`config.mk`:
```
export PLATFORM = sky130hd
export DESIGN_NAME = sim_mailbox
export DESIGN_NICKNAME = d
export VERILOG_FILES = /design/src/rtl/sim_mailbox_pkg.sv /design/src/rtl/sim_mailbox_regs.sv /design/src/rtl/sim_mailbox.sv
export SDC_FILE = /design/constraint.sdc
export NUM_CORES = 1
export LEC_CHECK = 0
export ABC_AREA = 1
export BUFFER_PORTS_ARGS = -buffer_cell sky130_fd_sc_hd__buf_2
export CORE_ASPECT_RATIO = 0.6
export CORE_UTILIZATION = 56
export CTS_CLUSTER_DIAMETER = 120
export DETAILED_ROUTE_END_ITERATION = 6
export PLACE_DENSITY_LB_ADDON = 0.05
export SLEW_MARGIN = 15
export SYNTH_ARGS = -nofsm -noshare
export SYNTH_HDL_FRONTEND = slang
export SYNTH_HIERARCHICAL = 1
export SYNTH_SLANG_ARGS = --single-unit
```
`constraint.sdc`:
```
create_clock -name clk -period 2.9 [get_ports clk]
set_input_delay 0.145 -clock clk [delete_from_list [all_inputs] [get_ports clk]]
set_output_delay 0.145 -clock clk [all_outputs]
set_load 0.01 [all_outputs]
```
`src/rtl/sim_mailbox_pkg.sv`:
```
// Shared definitions for the test-completion mailbox: register offsets,
// STATUS bit positions and the byte-strobe merge helper.
package sim_mailbox_pkg;

    localparam logic [3:0] OFF_RESULT = 4'h0;
    localparam logic [3:0] OFF_DONE   = 4'h4;
    localparam logic [3:0] OFF_CYCLES = 4'h8;
    localparam logic [3:0] OFF_STATUS = 4'hC;

    localparam int STATUS_DONE_BIT    = 0;
    localparam int STATUS_PASS_BIT    = 1;
    localparam int STATUS_TIMEOUT_BIT = 2;

    // Word offset inside the window; the byte-within-word bits are ignored.
    function automatic logic [3:0] word_offset(input logic [3:0] addr_low);
        return {addr_low[3:2], 2'b00};
    endfunction

    // Replace only the byte lanes whose strobe bit is set.
    function automatic logic [31:0] merge(input logic [31:0] old_val,
                                          input logic [31:0] wdata,
                                          input logic [3:0]  wstrb);
        logic [31:0] merged;
        merged = old_val;
        for (int i = 0; i < 4; i++) begin
            if (wstrb[i]) begin
                merged[8*i +: 8] = wdata[8*i +: 8];
            end
        end
        return merged;
    endfunction

endpackage

```
`src/rtl/sim_mailbox_regs.sv`:
```
// Mailbox register file: RESULT and DONE_REG storage with byte-lane writes,
// plus the read mux over all four words of the window.
module sim_mailbox_regs
    import sim_mailbox_pkg::*;
(
    input  logic        clk,
    input  logic        rst,
    input  logic        wr_en,
    input  logic [3:0]  offset,
    input  logic [31:0] wdata,
    input  logic [3:0]  wstrb,
    input  logic [31:0] cycles,
    input  logic [31:0] status,
    output logic [31:0] result,
    output logic [31:0] done_reg,
    output logic [31:0] result_next,
    output logic [31:0] rdata
);

    logic [31:0] result_q, result_d;
    logic [31:0] done_reg_q, done_reg_d;

    // Apply an accepted store to the addressed writable register; CYCLES and STATUS ignore stores.
    always_comb begin
        result_d   = result_q;
        done_reg_d = done_reg_q;
        if (wr_en) begin
            case (offset)
                OFF_RESULT: result_d   = merge(result_q, wdata, wstrb);
                OFF_DONE:   done_reg_d = merge(done_reg_q, wdata, wstrb);
                default:    ;
            endcase
        end
    end

    // Register storage, cleared by reset.
    always_ff @(posedge clk) begin
        if (rst) begin
            result_q   <= '0;
            done_reg_q <= '0;
        end else begin
            result_q   <= result_d;
            done_reg_q <= done_reg_d;
        end
    end

    // Read mux returns the pre-write register contents.
    always_comb begin
        rdata = '0;
        case (offset)
            OFF_RESULT: rdata = result_q;
            OFF_DONE:   rdata = done_reg_q;
            OFF_CYCLES: rdata = cycles;
            OFF_STATUS: rdata = status;
            default:    rdata = '0;
        endcase
    end

    assign result      = result_q;
    assign done_reg    = done_reg_q;
    assign result_next = result_d;

endmodule

```
`src/rtl/sim_mailbox.sv`:
```
// Test-completion mailbox: bus handshake, done/pass/timeout tracking and
// the free-running cycle counter that freezes at completion or timeout.
module sim_mailbox
    import sim_mailbox_pkg::*;
#(
    parameter logic [31:0] BASE_ADDR      = 32'h8000_1000,
    parameter logic [31:0] DONE_MAGIC     = 32'hDEAD_BEEF,
    parameter logic [31:0] EXPECTED       = 32'd2,
    parameter int unsigned TIMEOUT_CYCLES = 10000
)(
    input  logic        clk,
    input  logic        rst,
    input  logic        req_valid,
    output logic        req_ready,
    input  logic        req_we,
    input  logic [31:0] req_addr,
    input  logic [31:0] req_wdata,
    input  logic [3:0]  req_wstrb,
    output logic        rsp_valid,
    output logic [31:0] rsp_rdata,
    output logic        hit,
    output logic        done,
    output logic        pass,
    output logic        timeout,
    output logic [31:0] result,
    output logic [31:0] cycles
);

    localparam logic        TIMEOUT_ENABLED = (TIMEOUT_CYCLES != 0);
    localparam logic [31:0] TIMEOUT_LAST    = 32'(TIMEOUT_CYCLES) - 32'd1;

    logic        done_q, done_d;
    logic        pass_q, pass_d;
    logic        timeout_q, timeout_d;
    logic [31:0] cycles_q, cycles_d;
    logic        rsp_valid_q, rsp_valid_d;
    logic [31:0] rsp_rdata_q, rsp_rdata_d;

    logic        wr_en;
    logic        rd_en;
    logic        done_fire;
    logic [3:0]  offset;
    logic [31:0] status;
    logic [31:0] done_reg;
    logic [31:0] result_next;
    logic [31:0] reg_rdata;

    // Address decode and handshake; a second load is held off while a response is on the bus.
    always_comb begin
        hit       = (req_addr[31:4] == BASE_ADDR[31:4]);
        offset    = word_offset(req_addr[3:0]);
        req_ready = !(rsp_valid_q && req_valid && !req_we);
        wr_en     = req_valid && req_ready && hit && req_we;
        rd_en     = req_valid && req_ready && hit && !req_we;
    end

    // Completion fires one cycle after DONE_REG holds the magic value; pass sees any same-cycle RESULT write.
    always_comb begin
        done_fire = !done_q && (done_reg == DONE_MAGIC);
        done_d    = done_q;
        pass_d    = pass_q;
        if (done_fire) begin
            done_d = 1'b1;
            pass_d = !timeout_q && (result_next == EXPECTED);
        end
    end

    // Saturating cycle counter and sticky timeout, with completion taking priority on a tie.
    always_comb begin
        cycles_d  = cycles_q;
        timeout_d = timeout_q;
        if (!done_q && !timeout_q && (cycles_q != 32'hFFFF_FFFF)) begin
            cycles_d = cycles_q + 32'd1;
        end
        if (TIMEOUT_ENABLED && !timeout_q && !done_q && !done_fire && (cycles_d == TIMEOUT_LAST)) begin
            timeout_d = 1'b1;
        end
    end

    // Load response register; read data holds between responses.
    always_comb begin
        rsp_valid_d = rd_en;
        rsp_rdata_d = rd_en ? reg_rdata : rsp_rdata_q;
    end

    // Control state, cleared by reset so any in-flight response is dropped.
    always_ff @(posedge clk) begin
        if (rst) begin
            done_q      <= 1'b0;
            pass_q      <= 1'b0;
            timeout_q   <= 1'b0;
            cycles_q    <= '0;
            rsp_valid_q <= 1'b0;
            rsp_rdata_q <= '0;
        end else begin
            done_q      <= done_d;
            pass_q      <= pass_d;
            timeout_q   <= timeout_d;
            cycles_q    <= cycles_d;
            rsp_valid_q <= rsp_valid_d;
            rsp_rdata_q <= rsp_rdata_d;
        end
    end

    // STATUS word presented to the read mux.
    always_comb begin
        status                     = '0;
        status[STATUS_DONE_BIT]    = done_q;
        status[STATUS_PASS_BIT]    = pass_q;
        status[STATUS_TIMEOUT_BIT] = timeout_q;
    end

    sim_mailbox_regs u_regs (
        .clk         (clk),
        .rst         (rst),
        .wr_en       (wr_en),
        .offset      (offset),
        .wdata       (req_wdata),
        .wstrb       (req_wstrb),
        .cycles      (cycles_q),
        .status      (status),
        .result      (result),
        .done_reg    (done_reg),
        .result_next (result_next),
        .rdata       (reg_rdata)
    );

    assign rsp_valid = rsp_valid_q;
    assign rsp_rdata = rsp_rdata_q;
    assign done      = done_q;
    assign pass      = pass_q;
    assign timeout   = timeout_q;
    assign cycles    = cycles_q;

endmodule

```
==> impl_results.md <==
- Post-CTS Setup Repair Bufs: 0
- Worst Max-Slew Pin Slew: 1.14 ns
- Crit Path Class: register to register
- Hold_buf cts: 29
- Slew Limit Headroom: 24.1%
- Antenna violations before repair: 0
- Period utilization: 88.3%
- Final Wtd Congestion: 0.983
- Synthesis Warnings: 6
- Final setup TNS: 0 ns
- Drt drc: 0
- Synthesis-to-layout area growth: 26.5%
- Die H: 95.3 um
- CTS tree: yes
- Fillers: 1213
- Max IR drop VDD: 0.250 mV
- Mapped Avg Cell Area: 6.11 um2
- Worst EP arrival: 2.91 ns
- Routed via count: 9363
- Post-CTS sizing: 0
- Diode count: 0
- Global-route wire length before repair: 41800 um
- Initial core utilization: 58.4%
- Die ar.: 0.0150 mm2
- Number of synthesized flops with an enable pin: 0
- Reg2reg setup slack: 0.34 ns
- 1st-iter DRT viols: 913
- Hold Crit Start: req_wdata[1]
- Inserted Clock Buffers: 17
- Crit path launch type: register
- Largest net degree at the start of global routing: 135
- Critical Path RT: 3.25 ns
- Clock buffer depth: 2
- DR WL/cell: 15.3 um
- Leakage: 0.00538 uW
- Sequential-to-total area share from yosys stat: 32.5%
- Drt via density: 5.29
- # rows: 33
- DR pass1 iterations: 6
- RSZ-0062 raised after global routing: false
- Grt ovf: 0
- CTS root buffer: clkbuf_16
- Worst Hold Slack: 0.0175 ns
- Combined area of all synthesized cells: 0.00812 mm2
- Port bufs: 171
- CP endpoint kind: register
- Io pins: 174
- Share of layout cells above drive strength 1: 18.7%
- Reg2reg end: timeout$_SDFFE_PP0P_
- Tightest Hold Check Type: input port to register
- Distinct cells, synth: 36
- Worst Setup SP: cycles[6]$_SDFF_PP0_
- Max frequency: 390 MHz
- Status: completed
- Die width: 157 um
- Final ANT Viol Nets: 0
- Worst Path Max Fanout: 12
- Post-layout minimum cycle time: 2.56 ns
- Sink Count: 132
- Crit Reg-Reg Startpoint: cycles[6]$_SDFF_PP0_
- Clock latency on the worst-skew pair: 0.42 ns
- Vias in the first global route: 8090
- Hold depth: 3
- Synth Register Bits: 132
- Slew Viols, Final: 0
- Endpoints failing setup: 0
- Post-Synthesis Cells: 1328
- Clock Skews: 0.0133 ns
- Worst Setup EP: timeout$_SDFFE_PP0P_
- R2R depth: 14
- Post-DP HPWL: 19800 um
- Hold Fails Final Rpt: 0
- Core Region: 0.0139 mm2
- Max Cap Viol: 0
- DRT Wirelength: 27200 um
- PwrDens: 406 mW/mm2
- H-tree depth: 4
- Reg clk slew, reported paths: 0.07 ns
- Final net count: 1638
- GRT Total Usage: 36.6%
- Share of flip-flops with an asynchronous set or reset: 0%
- Ys flop type: dfxtp_1
==> where the power goes <==
group | internal, uW | total (uW) | switching (uW)
Sequential | 1820 | 1820 | 2.78
Clock | 1140 | 2060 | 923
Combinational | 110 | 294 | 184
==> area by class of cell <==
| class | instances | area, um2 | area share, % |
|---|---|---|---|
| Multi-Input combinational cell | 1000 | 4640 | 45.2 |
| Clock buffer | 18 | 439 | 4.27 |
| Clock inverter | 14 | 115 | 1.12 |
| Tap cell | 192 | 240 | 2.34 |
| Timing Repair Buffer | 256 | 1600 | 15.6 |
| Sequential cell | 132 | 2640 | 25.7 |
| Inverter | 158 | 593 | 5.77 |
==> cell usage after synthesis, types with 2 or more instances <==
master,n,area (um2)
buf_2,30,150
nand2_4,2,22.5
nor2_8,2,40.0
o21a_1,32,240
clkbuf_1,26,97.6
nor2_1,252,946
nor3_1,6,30.0
nand3b_4,4,80.1
a21oi_1,14,70.1
nand2_1,355,1330
inv_1,158,593
nand2_2,9,56.3
nand3_1,160,801
nor3b_1,7,52.6
xnor2_1,4,35.0
o21ai_0,32,160
buf_4,4,30.0
nor2_4,5,56.3
nor2_2,7,43.8
o21ai_1,3,15.0
nand4_1,42,263
dfxtp_1,132,2640
xor2_1,3,26.3
nand3b_1,9,67.6
buf_6,8,90.1
nor4_1,12,75.1
==> critical path, stage by stage, from the launching register on <==
cell and delay [ns]:
dfxtp_1 0.48, nand2_1 0.17, nor2_2 0.18, nand2_1 0.13
nor2_4 0.15, nand3_4 0.19, nand2_2 0.27, inv_1 0.19
o21ai_2 0.11, nand2_1 0.08, nor2_1 0.13, nand2_1 0.09
nor2_2 0.12, nand3_2 0.09, a21oi_2 0.11
==> worst min-delay path by stage <==
| stage | slack (ns) | to |
|---|---|---|
| after floorplan | 0.28 | u_regs/done_reg[0]$_SDFFE_PP0P_ |
| after global placement | 0.39 | u_regs/done_reg[7]$_SDFFE_PP0P_ |
| after detailed placement | 0.39 | u_regs/done_reg[6]$_SDFFE_PP0P_ |
| after CTS | 0.01 | u_regs/done_reg[0]$_SDFFE_PP0P_ |
| after global routing | 0.02 | u_regs/done_reg[0]$_SDFFE_PP0P_ |
| final | 0.02 | u_regs/done_reg[1]$_SDFFE_PP0P_ |
==> cell usage in the layout (no fill, tap or decap), types with 12 or more instances in the layout <==
cell type	count
a21oi_1	14
buf_2	171
buf_4	53
clkbuf_16	17
conb_1	31
dfxtp_1	132
dlygate4sd3_1	29
inv_1	158
nand2_1	355
nand3_1	160
nand4_1	42
nor2_1	251
nor4_1	12
o21a_1	32
o21ai_0	32
==> layer usage <==
layer	wire (um)	GRT usage [%]
met1	12400	52.4
met2	11400	56.5
met3	3200	8.27
met4	227	6.55
met5	0	0
==> cell families (layout without fill, tap and decap cells) <==
| logic type | after synthesis | after routing | share of synthesized area (%) |
|---|---|---|---|
| xor gates and xnor gates | 8 | 8 | 0.955 |
| AOI/OAI and AO/OA | 84 | 84 | 6.29 |
| and+or+nand+nor | 876 | 876 | 48.2 |
| adders and majority gates | 1 | 1 | 0.154 |
| other | 1 | 31 | 0.0462 |
| buffers and inverters | 226 | 446 | 11.8 |
| DFF | 132 | 132 | 32.5 |
==> through the flow <==
step	cells	setup slack [ns]	cell area (um2)	util [%]	total power (uW)
2_1_floorplan	1358	0.505	8230	-	2020
3_3_place_gp	1709	0.168	9430	67.8	2110
3_5_place_dp	1709	0.148	9430	67.8	2110
4_1_cts	1770	0.383	10300	73.8	4170
5_1_grt	1770	0.139	10300	73.8	4300
6_report	1770	0.339	10300	73.8	4170
No activity file was read; power rests on OpenSTA's default activity.
